$ cat src/rtl/product_display_scroller.sv
// ---------------------------------------------------------------------------
// product_display_scroller
//
// This block sits behind the multiplier. It converts the 16-bit product to a
// sign and five BCD digits using an iterative double-dabble converter. It then
// drives a four-digit multiplexed seven-segment display.
//   - The leftmost digit shows the sign: '-' or blank.
//   - The other three digits show a 3-digit window onto the 5-digit magnitude.
//     The shift pulses scroll that window.
//
// Parameters
//   REFRESH_DIV  cycles each digit stays lit before the mux advances (>= 2)
//   SIGNED       1 = product is two's complement, 0 = unsigned
//
// Ports
//   clk          system clock, rising edge
//   rst_n        synchronous reset, active low
//   product      multiplier result, sampled when load is high
//   load         single-cycle strobe: capture product, start conversion
//   shift_left   single-cycle pulse: window toward more significant digits
//   shift_right  single-cycle pulse: window toward less significant digits
//   segments     active-low segment drive {g,f,e,d,c,b,a}
//   anodes       active-low one-hot digit enable, bit 0 = rightmost digit
//   busy         high while a conversion is in progress
//   win_pos      current window position, 0..2
// ---------------------------------------------------------------------------
module product_display_scroller #(
  parameter int REFRESH_DIV = 100000,
  parameter bit SIGNED      = 1'b1
) (
  input  logic        clk,
  input  logic        rst_n,
  input  logic [15:0] product,
  input  logic        load,
  input  logic        shift_left,
  input  logic        shift_right,
  output logic [6:0]  segments,
  output logic [3:0]  anodes,
  output logic        busy,
  output logic [1:0]  win_pos
);

  localparam int              CNT_W    = $clog2(REFRESH_DIV);
  localparam logic [CNT_W-1:0] CNT_LAST = CNT_W'(REFRESH_DIV - 1);

  localparam logic [6:0] SEG_DASH  = 7'b0111111;
  localparam logic [6:0] SEG_BLANK = 7'b1111111;

  typedef enum logic {
    ST_IDLE,
    ST_CONV
  } convState_t;

  convState_t        convState_q;
  logic [3:0]        step_q;
  logic [15:0]       mag_q;
  logic [19:0]       bcd_q;
  logic              signWork_q;
  logic              dispSign_q;
  logic [19:0]       dispDigits_q;
  logic              busy_q;

  logic              loadSign_d;
  logic [15:0]       loadMag_d;
  logic [19:0]       adjBcd_d;
  logic [35:0]       dabble_d;

  logic [1:0]        winPos_q;
  logic [1:0]        winPos_d;

  logic [CNT_W-1:0]  refreshCnt_q;
  logic [CNT_W-1:0]  refreshCnt_d;
  logic [1:0]        digitIdx_q;
  logic [1:0]        digitIdx_d;
  logic [2:0]        windowSel_d;
  logic [3:0]        selNibble_d;
  logic [6:0]        segments_q;
  logic [6:0]        segments_d;
  logic [3:0]        anodes_q;
  logic [3:0]        anodes_d;

  // Seven-segment glyphs for the decimal digits, active low.
  // Nibbles above 9 cannot come out of the converter, so they map to blank.
  function automatic logic [6:0] sevenSeg(input logic [3:0] digit);
    logic [6:0] code;
    case (digit)
      4'd0:    code = 7'b1000000;
      4'd1:    code = 7'b1111001;
      4'd2:    code = 7'b0100100;
      4'd3:    code = 7'b0110000;
      4'd4:    code = 7'b0011001;
      4'd5:    code = 7'b0010010;
      4'd6:    code = 7'b0000010;
      4'd7:    code = 7'b1111000;
      4'd8:    code = 7'b0000000;
      4'd9:    code = 7'b0010000;
      default: code = SEG_BLANK;
    endcase
    return code;
  endfunction

  // Split the incoming product into a sign and an unsigned magnitude.
  // Negating 16'h8000 wraps back to 16'h8000, which read unsigned is
  // 32768, so the most negative product needs no special case.
  always_comb begin
    loadSign_d = SIGNED && product[15];
    loadMag_d  = loadSign_d ? (~product + 16'd1) : product;
  end

  // One double-dabble step.
  //   - Each BCD nibble that is 5 or more gets 3 added, so it carries
  //     correctly into the next decade when shifted.
  //   - Then the whole {bcd, magnitude} pair shifts left by one.
  //   - After 16 steps the top 20 bits hold the five decimal digits.
  always_comb begin
    adjBcd_d = bcd_q;
    for (int i = 0; i < 5; i++) begin
      if (bcd_q[4*i +: 4] >= 4'd5) begin
        adjBcd_d[4*i +: 4] = bcd_q[4*i +: 4] + 4'd3;
      end
    end
    dabble_d = {adjBcd_d, mag_q} << 1;
  end

  // Conversion FSM.
  //   - load always restarts the conversion from scratch, even mid-conversion.
  //   - The visible display register changes only when all 16 steps complete.
  //     An aborted conversion therefore never shows partial digits.
  always_ff @(posedge clk) begin
    if (!rst_n) begin
      convState_q  <= ST_IDLE;
      step_q       <= 4'd0;
      mag_q        <= 16'd0;
      bcd_q        <= 20'd0;
      signWork_q   <= 1'b0;
      dispSign_q   <= 1'b0;
      dispDigits_q <= 20'd0;
      busy_q       <= 1'b0;
    end else if (load) begin
      convState_q <= ST_CONV;
      step_q      <= 4'd0;
      mag_q       <= loadMag_d;
      bcd_q       <= 20'd0;
      signWork_q  <= loadSign_d;
      busy_q      <= 1'b1;
    end else begin
      case (convState_q)
        ST_IDLE: begin
          busy_q <= 1'b0;
        end
        ST_CONV: begin
          {bcd_q, mag_q} <= dabble_d;
          step_q         <= step_q + 4'd1;
          if (step_q == 4'd15) begin
            dispDigits_q <= dabble_d[35:16];
            dispSign_q   <= signWork_q;
            convState_q  <= ST_IDLE;
            busy_q       <= 1'b0;
          end
        end
        default: begin
          convState_q <= ST_IDLE;
          busy_q      <= 1'b0;
        end
      endcase
    end
  end

  // Window position update.
  //   - The window saturates at 0 and 2.
  //   - Opposing pulses in the same cycle cancel.
  //   - A load always snaps the window back to the least significant digits.
  always_comb begin
    winPos_d = winPos_q;
    if (load) begin
      winPos_d = 2'd0;
    end else if (shift_left && !shift_right) begin
      if (winPos_q != 2'd2) begin
        winPos_d = winPos_q + 2'd1;
      end
    end else if (shift_right && !shift_left) begin
      if (winPos_q != 2'd0) begin
        winPos_d = winPos_q - 2'd1;
      end
    end
  end

  // Window position register.
  always_ff @(posedge clk) begin
    if (!rst_n) begin
      winPos_q <= 2'd0;
    end else begin
      winPos_q <= winPos_d;
    end
  end

  // Refresh timing: the digit index advances once every REFRESH_DIV cycles.
  always_comb begin
    refreshCnt_d = refreshCnt_q + CNT_W'(1);
    digitIdx_d   = digitIdx_q;
    if (refreshCnt_q == CNT_LAST) begin
      refreshCnt_d = '0;
      digitIdx_d   = digitIdx_q + 2'd1;
    end
  end

  // Choose what the next selected digit should show.
  //   - The glyph is computed for the index that is about to be active.
  //     This keeps the registered segments and anodes in step with each other.
  //   - Digits 0..2 view d[win_pos + index].
  //   - Digit 3 carries the sign.
  always_comb begin
    windowSel_d = {1'b0, winPos_q} + {1'b0, digitIdx_d};
    case (windowSel_d)
      3'd0:    selNibble_d = dispDigits_q[3:0];
      3'd1:    selNibble_d = dispDigits_q[7:4];
      3'd2:    selNibble_d = dispDigits_q[11:8];
      3'd3:    selNibble_d = dispDigits_q[15:12];
      3'd4:    selNibble_d = dispDigits_q[19:16];
      default: selNibble_d = 4'd0;
    endcase

    if (digitIdx_d == 2'd3) begin
      segments_d = dispSign_q ? SEG_DASH : SEG_BLANK;
    end else begin
      segments_d = sevenSeg(selNibble_d);
    end

    anodes_d = ~(4'b0001 << digitIdx_d);
  end

  // Display multiplexer registers.
  // Segments are refreshed every cycle, so a new value shows up on the next
  // edge while its digit is lit.
  always_ff @(posedge clk) begin
    if (!rst_n) begin
      refreshCnt_q <= '0;
      digitIdx_q   <= 2'd0;
      segments_q   <= 7'b1000000;
      anodes_q     <= 4'b1110;
    end else begin
      refreshCnt_q <= refreshCnt_d;
      digitIdx_q   <= digitIdx_d;
      segments_q   <= segments_d;
      anodes_q     <= anodes_d;
    end
  end

  assign segments = segments_q;
  assign anodes   = anodes_q;
  assign busy     = busy_q;
  assign win_pos  = winPos_q;

endmodule
$ cat config.mk
export PLATFORM = sky130hd
export DESIGN_NAME = product_display_scroller
export DESIGN_NICKNAME = d
export VERILOG_FILES = /design/src/rtl/product_display_scroller.sv
export SDC_FILE = /design/constraint.sdc
export NUM_CORES = 1
export LEC_CHECK = 0
export CAP_MARGIN = 20
export CELL_PAD_IN_SITES_DETAIL_PLACEMENT = 1
export CELL_PAD_IN_SITES_GLOBAL_PLACEMENT = 1
export CORE_ASPECT_RATIO = 1.5
export CORE_MARGIN = 10
export CORE_UTILIZATION = 47
export CTS_BUF_LIST = sky130_fd_sc_hd__clkbuf_4
export CTS_CLUSTER_SIZE = 40
export DETAILED_ROUTE_END_ITERATION = 16
export HOLD_SLACK_MARGIN = 0.1
export PLACE_DENSITY = 0.83
export SETUP_SLACK_MARGIN = 0.4
export SYNTH_ARGS = -nofsm -noshare
export SYNTH_HDL_FRONTEND = slang
export SYNTH_SLANG_ARGS = --single-unit
export TNS_END_PERCENT = 5
$ cat constraint.sdc
create_clock -name clk -period 4.55 [get_ports clk]
set_clock_uncertainty 0.15 [all_clocks]
set_input_delay 1.365 -clock clk [delete_from_list [all_inputs] [get_ports clk]]
set_output_delay 1.365 -clock clk [all_outputs]
set_load 0.005 [all_outputs]
==> results.toml, run 1 <==
[run_status]
status = "completed"

[clocking]
cts_hold_buf = 0
cts_buffers = 9
insertion_delay_ps = 490
root_buffer = "clkbuf_4"
cts_tree = "yes"
clock_sinks = 96
max-clock-path-buffers = 2
h-tree-depth = 3
clkTransAtPathRegs_ps = 160

[hold_path]
hold_path.class = "register to register"

[logic_synthesis]
syn_nets = 602
synth-main-ff-cell = "dfxtp_1"
ys_warn_count = 0
synth-edff-count = 0
ys_async_sr_fraction_pct = 0
synth_top_area_share_pct = 39.5
ys_seq_elements = 96
synth_top_cell_by_area = "dfxtp_1"
ys_seq_area_share_pct = 39.5
syn-cell-area_sq_um = 4870
syn_inst = 560
synth_cell_types = 50
avgSynthCellArea_sq_um = 8.70
yosys-top-cells-area = "dfxtp_1, mux2i_1, ha_1, nand2_1, nor2_1"

[critical_path]
r2r_end = "segments[4]$_SDFF_PN0_"
r2r_slack_ps = 400
startpoint = "refreshCnt_q[11]$_SDFF_PP0_"
crit_type = "register to register"
end_kind = "register"
crit_fanout = 5
crit_end = "segments[4]$_SDFF_PN0_"
worstPathArrival_ps = 4390
worstPathRequired_ps = 4800
rr_worst_depth = 15
start_kind = "register"
regToRegStartpoint = "refreshCnt_q[11]$_SDFF_PP0_"

[sta]
hold_slack_ps = 328
slew_headroom_pct = 54.5
drv_slew = 0
period_share_pct = 91.2
setup_viol = 0
rsz0062_at_grt = "true"
fin_tns_setup_ps = 0
min_period_ps = 4150
hold_violations = 0
fmax_ghz = 0.241
tightest_slew_ps = 683

[die]
fp.coreArea_sq_um = 10100
die_h_microns = 145
die_w_microns = 103
die_area_sq_um = 14900
row_count = 45
ios = 35
initial_utilization_pct = 48.1

[power]
power_density_nw_per_um2 = 289
power_mw = 1.65
p_leak_nw = 2.27
ir_drop_mv = 0.177

[routing]
final_antenna_net_count = 0
via_per_inst = 5.72
route.detailed.wl_per_inst_microns = 17.8
drtIter0Drc = 104
wirelength_microns = 12800
route.detailed.drc = 0
dr.pass1.iters = 4
vias = 4104

[cells_and_area]
final_cells = 718
postLayoutCellArea_sq_um = 5710
antenna_cells = 0
fillers = 1180
drive_gt1_share_pct = 12.6
nNetsFinal = 638
areaGrowthSynthToFinish_pct = 17.3

[global_route]
grt_use_met1_pct = 17.1
grt_max_degree = 52
met2_usage_pct = 33.4
grt_pass1_wl_microns = 20600
met3_usage_pct = 2.75
grt_pass1_vias = 4368
antenna_found_initial = 0
grt-busiest-layer = "met2"
overflow = 0
grt.total_usage_pct = 17.2

[placed_design]
post-dp-hpwl_microns = 8720
placed_area_sq_um = 5300
io_buffers = 34
dp_cells = 690
finalWeightedCongestion = 0.791

[flow_run]
cap_viol_max_count = 0
## cells in the final DEF (no fill, tap or decap), types with 5 or more instances in the layout
master and instances:
a21oi_1 29, o21a_1 5, nor2_1 52, xor2_1 19
o211a_1 12, ha_1 18, dfxtp_1 93, xnor2_1 18
o21ai_0 21, inv_1 19, nand3_1 23, and3_1 5
a21oi_2 5, nor3b_1 8, clkbuf_4 9, nand2_1 64
clkdlybuf4s50_1 34, buf_4 17, nor2b_1 10, mux2_2 8
a21boi_0 15, nand2b_1 11, mux2i_1 30
## sequential cells by signal (all words and copies together) (netlist names)
name / cells
refreshCnt_q: 17
signWork_q: 1
mag_q: 16
dispSign_q: 1
busy: 1
win_pos: 2
step_q: 4
digitIdx_q: 2
convState_q: 1
segments: 7
dispDigits_q: 20
bcd_q: 20
anodes: 4
## cells in the mapped netlist (all sizes together) (5+ instances only)
| library cell | n |
|---|---|
| dfxtp | 96 |
| nand2 | 66 |
| nor2 | 53 |
| a21oi | 34 |
| mux2i | 31 |
| o21ai | 25 |
| nand3 | 23 |
| xor2 | 21 |
| clkbuf | 20 |
| ha | 20 |
| inv | 20 |
| xnor2 | 18 |
| a21boi | 15 |
| o211a | 12 |
| nand2b | 11 |
| nor2b | 10 |
| mux2 | 9 |
| nor3b | 9 |
| and3 | 7 |
| buf | 7 |
| and2 | 6 |
| o21a | 5 |
## power by group
group          internal (mW)  leakage [nW]  switching [mW]
Combinational         0.0641          1.39          0.0728
Clock                  0.334         0.107           0.307
Sequential             0.858         0.780          0.0124
Total                   1.26          2.27           0.392
## layout make-up
cell class	instances	area, sq um	share of cell area (%)
inverters	20	75.1	1.31
flip-flops and latches	96	1930	33.8
multi-input cells	417	2870	50.3
clock inverters	7	141	2.48
well taps	117	146	2.56
clock buffers	9	67.6	1.18
repair buffers	52	479	8.39
## stage by stage
stage | util [%] | setup slack [ps]
after global placement | 52.3 | 357
after detailed placement | 52.3 | 92.5
after global routing | 56.4 | 268
after CTS | 55.0 | 390
final | 56.4 | 400
after floorplan | - | 406
## how the worst min path moves through the flow
stage / from / to / cells after the start
floorplan: dispDigits_q[18]$_SDFFE_PN0P_ / dispDigits_q[18]$_SDFFE_PN0P_ / 2
global placement: busy$_SDFFE_PN0P_ / busy$_SDFFE_PN0P_ / 1
detailed placement: dispDigits_q[5]$_SDFFE_PN0P_ / dispDigits_q[5]$_SDFFE_PN0P_ / 2
CTS: dispDigits_q[5]$_SDFFE_PN0P_ / dispDigits_q[5]$_SDFFE_PN0P_ / 2
global route: dispDigits_q[5]$_SDFFE_PN0P_ / dispDigits_q[5]$_SDFFE_PN0P_ / 2
finish: dispDigits_q[5]$_SDFFE_PN0P_ / dispDigits_q[5]$_SDFFE_PN0P_ / 2
## cell families (layout without fill, tap and decap cells)
family                   Yosys count  after routing  share of synthesized area [%]
adder cells (fa/ha/maj)           21             21                           5.55
AND/OR/NAND/NOR                  208            208                           21.2
multiplexers                      40             40                           8.45
XOR/XNOR                          39             39                           7.17
buffers and inverters             47             88                           3.70
flip-flops                        96             96                           39.5
AO/OA/AOI/OAI                    109            109                           14.4
## layer usage
layer	wire length, microns	up-vias	part of all wire (%)
met5	0	-	0
met4	303	0	2.4
met3	251	20	2.0
met2	7460	50	58
met1	4790	2034	37
li1	-	2000	-
## critical path: stages, from the launching register on
cell      delay (ps)
dfxtp_2          370
or4_4            560
nor4_4           390
buf_4            180
nand2_2           80
xor2_4           180
fa_2             690
mux2i_2          290
nor3b_2           90
a311oi_2         210
buf_4            160
buf_4            110
ha_1             190
mux2i_1          110
o21ai_0          190
a21boi_0         100
## what timing repair did
action | 4_1_cts | 5_1_grt
pin swaps | 4 | 8
setup buffers | 7 | 5
endpoints found under the setup margin | 7 | 7
gates resized for setup | 2 | 27
(Power assumes the default switching activity.)
==> inputs of run 2 (changes only) <==
ABC_AREA = 1   (was unset)
CORE_UTILIZATION = 44   (was 47)
CTS_CLUSTER_DIAMETER = 120   (was unset)
MAX_ROUTING_LAYER = met4   (was unset)
PLACE_DENSITY = 0.82   (was 0.83)
==> run 2 against run 1 <==
Against the previous run:
- flip-flop and latch count unchanged
- via count rose by 16%
- worst setup slack gained 310 ps
==> results.toml, run 2 <==
[clocking]
h-tree-depth = 3
insertion_delay_ps = 430
cts_buffers = 9
max-clock-path-buffers = 2
clock_sinks = 96
clkTransAtPathRegs_ps = 130
root_buffer = "clkbuf_4"
cts_tree = "yes"

[cells_and_area]
antenna_cells = 0
drive_gt1_share_pct = 7.60
final_cell_mix = "inv_1, nand2_1, dfxtp_1"
reg.largest.list = "bcd_q (20), dispDigits_q (20), refreshCnt_q (17)"
final_common_cell = "inv_1"
areaGrowthSynthToFinish_pct = 11.2
nNetsFinal = 804

[critical_path]
regToRegStartpoint = "refreshCnt_q[0]$_SDFF_PP0_"
worst-path-buf-inv = 5
crit_chain = "ha_1 > nand3_1 > nor2_2 > nand3_2 > nand2_2 > nand2_1 > inv_1 > ha_1 > inv_1 > fa_2 > buf_4 > nand3_2 > inv_1 > a21oi_1 > nand2_1 > inv_1 > ha_1 > nor2_1 > nor2_1 > nor2_1 > nor2_1"
worstPathRequired_ps = 4720
crit_end = "segments[3]$_SDFF_PN0_"
startpoint = "refreshCnt_q[0]$_SDFF_PP0_"
r2r_end = "segments[3]$_SDFF_PN0_"
crit_type = "register to register"
start_kind = "register"
r2r_slack_ps = 710
crit_path_top_delay_cell = "fa_2"
worstPathArrival_ps = 4010
path_depth = 21
critPathTopFamily = "adder cells"
max_stage_delay_ps = 690
end_kind = "register"
rr_worst_depth = 21
crit_fanout = 8

[global_route]
grt-busiest-layer = "met2"
grt_max_degree = 44
overflow = 0
grt_use_met1_pct = 17.5
grt_pass1_wl_microns = 22700
grt_pass1_vias = 5014
met2_usage_pct = 31.1
grt.total_usage_pct = 16.8
met3_usage_pct = 2.67
antenna_found_initial = 0

[power]
power_density_nw_per_um2 = 256
ir_drop_mv = 0.136
p_leak_nw = 2.60

[routing]
vias = 4769
route.detailed.drc = 0
dr.pass1.iters = 4
final_antenna_net_count = 0
route.detailed.wl_per_inst_microns = 14.7
wirelength_microns = 13400
drtIter0Drc = 104
via_per_inst = 5.22

[die]
initial_utilization_pct = 44.8
ios = 35
die_h_microns = 152
die_w_microns = 108
row_count = 48
die_area_sq_um = 16500
fp.coreArea_sq_um = 11500

[placed_design]
finalWeightedCongestion = 0.904
io_buffers = 34
post-dp-hpwl_microns = 10400

[logic_synthesis]
ys_warn_count = 0
ys_seq_elements = 96
ys_async_sr_fraction_pct = 0
yosys-top-cells-area = "dfxtp_1, inv_1, nand2_1, a21oi_1, nor2_1"
syn_nets = 777
syn-cell-area_sq_um = 5140
synth-main-ff-cell = "dfxtp_1"
synth_top_cell_by_area = "dfxtp_1"
avgSynthCellArea_sq_um = 6.99
synth_cell_types = 43
yosysMostFrequentCell = "inv_1"
synthTopCellsByCount = "inv_1, nand2_1, dfxtp_1"
synth-edff-count = 0
ys_seq_area_share_pct = 37.4
syn_inst = 735
synth_top_area_share_pct = 37.4

[sta]
hold_violations = 0
rsz0062_at_grt = "false"
tightest_slew_ps = 719
fmax_ghz = 0.260
hold_slack_ps = 312
fin_tns_setup_ps = 0
drv_slew = 0
setup_viol = 0
period_share_pct = 84.4
slew_headroom_pct = 51.9
min_period_ps = 3840

[flow_run]
cap_viol_max_count = 0

[run_status]
status = "completed"

[hold_path]
hold_path.class = "register to register"
[run 2: cell types whose count changed in the layout (fill, tap and decap cells not counted), moves of 11 or more]
cell	before	now
a21boi_0	15	0
nand2_1	64	100
xnor2_1	18	1
buf_4	17	6
o21ai_0	21	61
a21oi_1	29	68
o211a_1	12	0
nand3_1	23	52
nand2b_1	11	0
mux2i_1	30	0
inv_1	19	121
nor2_1	52	85
[run 2: kinds of logic after synthesis]
kind of cell	Yosys count	share of synthesized area, %
compound gates	159	16.6
xor+xnor	11	1.88
flops	96	37.4
simple gates	292	26.6
fa+ha+maj	21	5.26
buf+inv	156	12.3
[run 2: per-layer routing]
layer  share of wire [%]  wire length, microns
met5                   0                     0
met4                 1.5                   204
met3                 1.8                   243
met2                  55                  7340
met1                  42                  5600
[run 2: report_power, final]
group / internal (mW) / leakage, nW / total, mW / switching (mW)
clock: 0.162 / 0.0641 / 0.426 / 0.264
combinational: 0.0601 / 1.75 / 0.158 / 0.0982
sequential: 0.862 / 0.780 / 0.877 / 0.0151
[run 2: worst min-delay path by stage]
stage	cells past startpoint	start	to	slack [ps]
after floorplan	1	refreshCnt_q[0]$_SDFF_PP0_	refreshCnt_q[0]$_SDFF_PP0_	260
after global placement	1	refreshCnt_q[0]$_SDFF_PP0_	refreshCnt_q[0]$_SDFF_PP0_	270
after detailed placement	1	refreshCnt_q[0]$_SDFF_PP0_	refreshCnt_q[0]$_SDFF_PP0_	290
after CTS	1	refreshCnt_q[0]$_SDFF_PP0_	refreshCnt_q[0]$_SDFF_PP0_	310
after global routing	2	dispDigits_q[15]$_SDFFE_PN0P_	dispDigits_q[15]$_SDFFE_PN0P_	340
final	1	refreshCnt_q[0]$_SDFF_PP0_	refreshCnt_q[0]$_SDFF_PP0_	310
[run 2: through the flow]
stage / cells / utilization [%] / cell area, sq um / power [mW] / worst slack, ps
after global routing: 913 / 49.8 / 5710 / 1.54 / 388
after CTS: 910 / 49.4 / 5670 / 1.48 / 595
after floorplan: 735 / - / 5140 / 0.993 / 1200
after detailed placement: 898 / 48.5 / 5560 / 1.05 / 636
after global placement: 898 / 48.5 / 5560 / 1.04 / 874
final: 913 / 49.8 / 5710 / 1.46 / 711
[run 2: area by class of cell]
type	instances	area (sq um)
fill	1531	5760
multi-input combinational	483	2590
sequential	96	1920
inverter	131	493
timing repair buffer	41	413
tap	150	188
clock buffer	10	75.1
clock inverter	2	35.0
[run 2: what timing repair did]
item	in CTS	in global routing
hold buffers	0	0
resized for setup	0	1
endpoints found under the setup margin	0	6
buffers inserted	0	2
==> RTL edit 1 (config.mk and constraints of run 1) <==
The parameter `SIGNED` goes from 1'b1 to 1'b0.
--- a/src/rtl/product_display_scroller.sv
+++ b/src/rtl/product_display_scroller.sv
@@ -27,5 +27,5 @@
 module product_display_scroller #(
   parameter int REFRESH_DIV = 100000,
-  parameter bit SIGNED      = 1'b1
+  parameter bit SIGNED      = 1'b0
 ) (
   input  logic        clk,
Function: same outputs for any inputs over 10 cycles, from zero or initial values and one cycle with rst_n low; that may be too few to reach the edited logic, so the function may still have changed.
==> RTL edit 1 against run 1 <==
- global-route usage fell by 0.71 points
- wire length is 7.0% lower
- worst setup slack better by 0.13 ns
- sequential cell count down 2
- synthesized area is 9.1% lower
- power fell by 10%
- cell area fell by 8.8%
- critical path type unchanged
==> RTL edit 1: results (changes against run 1) <==
Initial DRC Count=190 (+83%); # fillers=1,104 (-6.4%); Total Routing Usage GR=16.5% (-0.71 points); clock network latency to the later pin of the worst-skew pair=0.48 ns; CTS Root Buffer Type=clkbuf_4; TritonRoute pass-1 iters=4 (unchanged); Critical Path RT=4.75 ns (-0.05 ns); ANT cells=0 (unchanged); hold_ws=0.326 ns (-0.00266 ns); Detailed Place HPWL=8020 µm (-8.0%); max-slew violations=0 (unchanged); Clk pin slew, worst setup/hold paths=0.14 ns (-0.02 ns); reg-to-reg startpoint=refreshCnt_q[1]; post-synthesis sequential area ratio=42.5% (+3.1 points); VDD IR max=0.000201 V (+14%); slowest CP cell=fa_2; largest fanout on the critical path=5 (unchanged); YS warnings=0 (unchanged); Max clock buf depth=2 (unchanged); vias in the first global route=3,937 (-9.9%); Synth top cells by count=dfxtp_1, nor2_1, a21oi_1, nand2_1, mux2i_1; reg-to-reg setup timing slack=0.53 ns (+0.13 ns); Post-Place Worst Slack=0.224 ns (+0.131 ns); share of cells above drive strength 1=10.8% (-1.9 points); top flop regs=bcd_q: 20 flops, dispDigits_q: 20 flops, refreshCnt_q: 17 flops; port bufs=34 (unchanged); antenna violations before repair=0 (unchanged); Area contributors post-synth=dfxtp_1, mux2i_1, nor2_1; Routed WL=11,900 µm (-7.0%); Worst Hold End=dispDigits_q[0]; htree depth=3 (unchanged); pin count of the biggest net entering global routing=52 (unchanged); hold_sp=dispDigits_q[0]; leakage power=1.96 nW (-14%); Hold WC Path Type=reg -> reg; status=complete, no violations; CTS buffer count=9 (unchanged); Netlist cell types=44 (-12%); Main synth FF type=dfxtp_1; Worst Reg-to-Reg Cells=15 (unchanged); Area after DPL=4850 µm² (-8.5%); R2R Path End=segments[4]; first-pass GRT wire length=19,000 µm (-7.8%); slowest stage delay, CP=0.66 ns (-0.03 ns); Async SR Flop Fraction=0% (unchanged); total number of vias=3,765 (-8.3%); syn nets=561 (-6.8%); global placer's final weighted congestion=0.798 (+0.80%); nets@finish=596 (-6.6%); worst hold stages=2 (unchanged); worst slew pin tran=0.881 ns (+0.198 ns)
==> RTL edit 1: cell count changes after synthesis, moves of 7 or more <==
cell / change
o211a_1: -12
nand2_1: -15
xor2_1: -10
a21boi_0: -14
nor2b_1: -7
nor2_1: +35
a21oi_1: +18
==> RTL edit 1: cell type report <==
type | instances | share of cell area [%]
tap | 112 | 2.69
inverter | 17 | 1.23
sequential | 94 | 36.2
multi-input combinational | 381 | 47.8
timing repair buffer | 51 | 9.06
clock inverter | 4 | 1.39
clock buffer | 11 | 1.59
==> RTL edit 1: repair_timing <==
| action | in CTS | in global routing |
|---|---|---|
| hold endpoints to repair | 0 | 0 |
| setup endpoints to repair | 7 | 7 |
| pin swaps | 4 | 8 |
| buffers inserted | 7 | 4 |
| resized for setup | 8 | 18 |
==> RTL edit 1: cell families after synthesis <==
| logic type | after synthesis | synth area share, % |
|---|---|---|
| xor+xnor | 24 | 4.92 |
| mux | 41 | 9.44 |
| compound gates | 98 | 13.0 |
| fa+ha+maj | 21 | 6.11 |
| flops | 94 | 42.5 |
| simple gates | 197 | 20.1 |
| buf+inv | 44 | 3.93 |
==> RTL edit 1: how the worst max path moves through the flow <==
stage	start	endpoint	slack, ns	cells past startpoint
finish	refreshCnt_q[1]	segments[4]	0.53	15
CTS	refreshCnt_q[0]	segments[5]	0.42	15
floorplan	refreshCnt_q[0]	segments[5]	0.50	14
global route	refreshCnt_q[1]	segments[0]	0.31	18
detailed placement	refreshCnt_q[0]	segments[6]	0.22	15
global placement	refreshCnt_q[0]	segments[5]	0.43	14
==> RTL edit 1: routing by layer <==
layer  vias to the layer above  GRT usage [%]  wire, µm
li1                       1832              -         -
met1                      1859           16.6      4530
met2                        54           31.6      6850
met3                        20           3.59       286
met4                         0           5.98       239
met5                         -              0         0
==> RTL edit 1: per-stage QoR <==
| step | std cells | utilization, % | power [mW] |
|---|---|---|---|
| final | 670 | 56.3 | 1.48 |
| after global routing | 670 | 56.3 | 1.53 |
| after CTS | 666 | 55.0 | 1.48 |
| after detailed placement | 644 | 52.5 | 0.975 |
| after global placement | 644 | 52.5 | 0.968 |
| after floorplan | 519 | - | 0.936 |
==> RTL edit 1: where the power goes <==
group          switching, mW  internal (mW)
clock network          0.283          0.232
registers             0.0109          0.838
logic                 0.0609         0.0511
total                  0.355           1.12
==> RTL edit 1: worst max-delay path, delay by kind of cell (launching register included) <==
family,cells,cell delay [ns]
xor gates and xnor gates,1,0.20
buffers and inverters,2,0.31
DFF,1,0.38
AOI/OAI and AO/OA,2,0.52
adders and majority gates,3,1.01
muxes,2,0.43
and+or+nand+nor,5,0.89
==> RTL edit 2 (settings of run 1) <==
Without the edit above. Register the inputs `product`, `load`, `shift_left` and `shift_right` before use. The logic sees them one clock later. Comments in the files are not updated.
--- a/src/rtl/product_display_scroller.sv
+++ b/src/rtl/product_display_scroller.sv
@@ -52,4 +52,16 @@
   } convState_t;
 
+  logic [15:0] product_q;
+  logic load_q;
+  logic shift_left_q;
+  logic shift_right_q;
+
+  always_ff @(posedge clk) begin
+    product_q     <= product;
+    load_q        <= load;
+    shift_left_q  <= shift_left;
+    shift_right_q <= shift_right;
+  end
+
   convState_t        convState_q;
   logic [3:0]        step_q;
@@ -104,6 +116,6 @@
   // 32768, so the most negative product needs no special case.
   always_comb begin
-    loadSign_d = SIGNED && product[15];
-    loadMag_d  = loadSign_d ? (~product + 16'd1) : product;
+    loadSign_d = SIGNED && product_q[15];
+    loadMag_d  = loadSign_d ? (~product_q + 16'd1) : product_q;
   end
 
@@ -137,5 +149,5 @@
       dispDigits_q <= 20'd0;
       busy_q       <= 1'b0;
-    end else if (load) begin
+    end else if (load_q) begin
       convState_q <= ST_CONV;
       step_q      <= 4'd0;
@@ -173,11 +185,11 @@
   always_comb begin
     winPos_d = winPos_q;
-    if (load) begin
+    if (load_q) begin
       winPos_d = 2'd0;
-    end else if (shift_left && !shift_right) begin
+    end else if (shift_left_q && !shift_right_q) begin
       if (winPos_q != 2'd2) begin
         winPos_d = winPos_q + 2'd1;
       end
-    end else if (shift_right && !shift_left) begin
+    end else if (shift_right_q && !shift_left_q) begin
       if (winPos_q != 2'd0) begin
         winPos_d = winPos_q - 2'd1;
Behaviour: not the same (Yosys sat finds a counterexample within 4 cycles, from zero or initial values and one cycle with rst_n low).
==> RTL edit 2 against run 1 <==
- count of clock-buffer cells in the layout grew 10
- power grew 27%
- sequential cell count grew 19
- cell area grew 8.4%
- critical path depth grew 2
- combinational power shrank 7%
- fmax grew 1.6%
- cell count grew 9.5%
- highest routed layer unchanged
- critical endpoint is now segments[3]
- worst setup slack gained 0.067 ns
- synthesized area grew 7.8%
- wire length grew 2.0%
==> RTL edit 2: results (changes against run 1) <==
Synth Area in Adders=5.15% (-0.40 points); Worst Reg-to-Reg Cells=17 (+2); Slew HR=54.5% (about the same); Total Routing Usage GR=16.2% (-1.1 points); largest fanout on the critical path=5 (unchanged); status=complete, no violations; cell family with most CP delay=adder cells; CTS buffer count=17 (+8); Worst Hold End=refreshCnt_q[0]; Netlist cell types=60 (+20%); worst hold stages=1 (-1); Detailed Place HPWL=8610 µm (-1.3%); port bufs=34 (unchanged); total number of vias=4,306 (+4.9%); Crit path arrival time=4.34 ns (-0.05 ns); pin count of the biggest net entering global routing=61 (+17%); post-synthesis sequential area ratio=43.9% (+4.4 points); vias in the first global route=4,617 (+5.7%); htree depth=4 (+1); slowest CP cell=fa_2; Routed WL=13,100 µm (+2.0%); mux share of post-synthesis cell area=6.17% (-2.3 points); Seq. cell area=2300 µm² (+20%); global placer's final weighted congestion=0.902 (+14%); antenna violations before repair=1 (+1); Initial DRC Count=96 (-7.7%); Cells after DPL=742 (+7.5%); leakage power=2.30 nW (+0.92%); R2R Path End=segments[3]; Synth Area in Compound Gates=15.7% (+1.3 points); syn nets=628 (+4.3%); post-synthesis xor/xnor area fraction=6.34% (-0.83 points); Pint=1.60 mW (+27%); Hold WC Path Type=reg -> reg; Clk pin slew, worst setup/hold paths=0.11 ns (-0.05 ns); clock network latency to the later pin of the worst-skew pair=0.53 ns (+0.04 ns); Remaining Overflow, GRT=0 (unchanged); reg-to-reg startpoint=refreshCnt_q[1]; slowest stage delay, CP=0.64 ns (-0.05 ns); share of cells above drive strength 1=11.1% (-1.5 points); hold_sp=refreshCnt_q[0]; reg-to-reg setup timing slack=0.47 ns (+0.07 ns); Post-Place Worst Slack=0.213 ns (+0.120 ns); Synth Instances=586 (+4.6%); Area contributors post-synth=dfxtp_1, mux2i_1, nor2_1; nets@finish=667 (+4.5%); Cell Count, Final, Fillers Out=786 (+9.5%); VDD IR max=0.000210 V (+19%); Synth top cells by count=dfxtp_1, nor2_1, nand2_1, a21oi_1, a211oi_1; # fillers=1,299 (+10%); first-pass GRT wire length=21,100 µm (+2.7%); YS warnings=0 (unchanged)
-- RTL edit 2: cell count changes in the layout (fill, tap and decap cells not counted), moves of 5 or more --
cell,delta
nand2_1,-7
a311oi_1,+5
nor2_1,+14
nand3_1,-8
a21oi_1,+9
dfxtp_1,+20
clkbuf_4,+10
a21boi_0,-14
a211oi_1,+26
mux2_2,-5
o211a_1,-11
-- RTL edit 2: routing by layer --
metal	up-vias	wire, µm	part of all wire (%)	GRT usage [%]
met5	-	0	0	0
met3	24	272	2.1	4.39
met4	0	267	2.0	7.13
li1	2121	-	-	-
met2	54	7330	56	30.7
met1	2107	5180	40	15.8
-- RTL edit 2: cells by family (layout without fill, tap and decap cells) --
logic type | Yosys count | after routing
compound gates | 124 | 124
other cells | 0 | 1
flops | 115 | 115
fa+ha+maj | 21 | 21
mux | 32 | 32
simple gates | 203 | 203
buf+inv | 53 | 105
xor+xnor | 38 | 38
-- RTL edit 2: what timing repair did --
item                                    4_1_cts  5_1_grt
endpoints found under the setup margin        6        7
pin swaps                                     0        5
setup buffers                                 0       11
gates resized for setup                       3       10
-- RTL edit 2: stage by stage --
| stage | hold WS [ns] | area (µm²) | power, mW |
|---|---|---|---|
| finish | 0.295 | 6190 | 2.09 |
| global route | 0.311 | 6190 | 2.17 |
| CTS | 0.310 | 6070 | 2.10 |
| detailed placement | 0.270 | 5700 | 1.21 |
| global placement | 0.273 | 5690 | 1.19 |
| floorplan | 0.234 | 5250 | 1.16 |
-- RTL edit 2: worst max path at each step --
stage | from | cells after the start | to | slack [ns]
after floorplan | refreshCnt_q[4] | 16 | segments[6] | 0.81
after global placement | refreshCnt_q[4] | 15 | segments[6] | 0.45
after detailed placement | refreshCnt_q[0] | 16 | segments[6] | 0.21
after CTS | refreshCnt_q[4] | 15 | segments[6] | 0.41
after global routing | refreshCnt_q[1] | 17 | segments[3] | 0.26
final | refreshCnt_q[1] | 17 | segments[3] | 0.47
-- RTL edit 2: final cells by class --
class | instances | area share (%)
repair buffers | 50 | 7.56
multi-input cells | 418 | 45.2
flip-flops and latches | 115 | 37.2
clock buffers | 19 | 2.30
inverters | 23 | 1.39
well taps | 147 | 2.97
diodes | 1 | 0.0404
clock inverters | 13 | 3.37
-- RTL edit 2: power groups by stage --
| stage | sequential (mW) | clock, mW | combinational, mW |
|---|---|---|---|
| floorplan | 1.07 | 0 | 0.0901 |
| global placement | 1.07 | 0 | 0.120 |
| detailed placement | 1.08 | 0 | 0.128 |
| CTS | 1.05 | 0.919 | 0.129 |
| global route | 1.06 | 0.968 | 0.144 |
| finish | 1.05 | 0.907 | 0.127 |
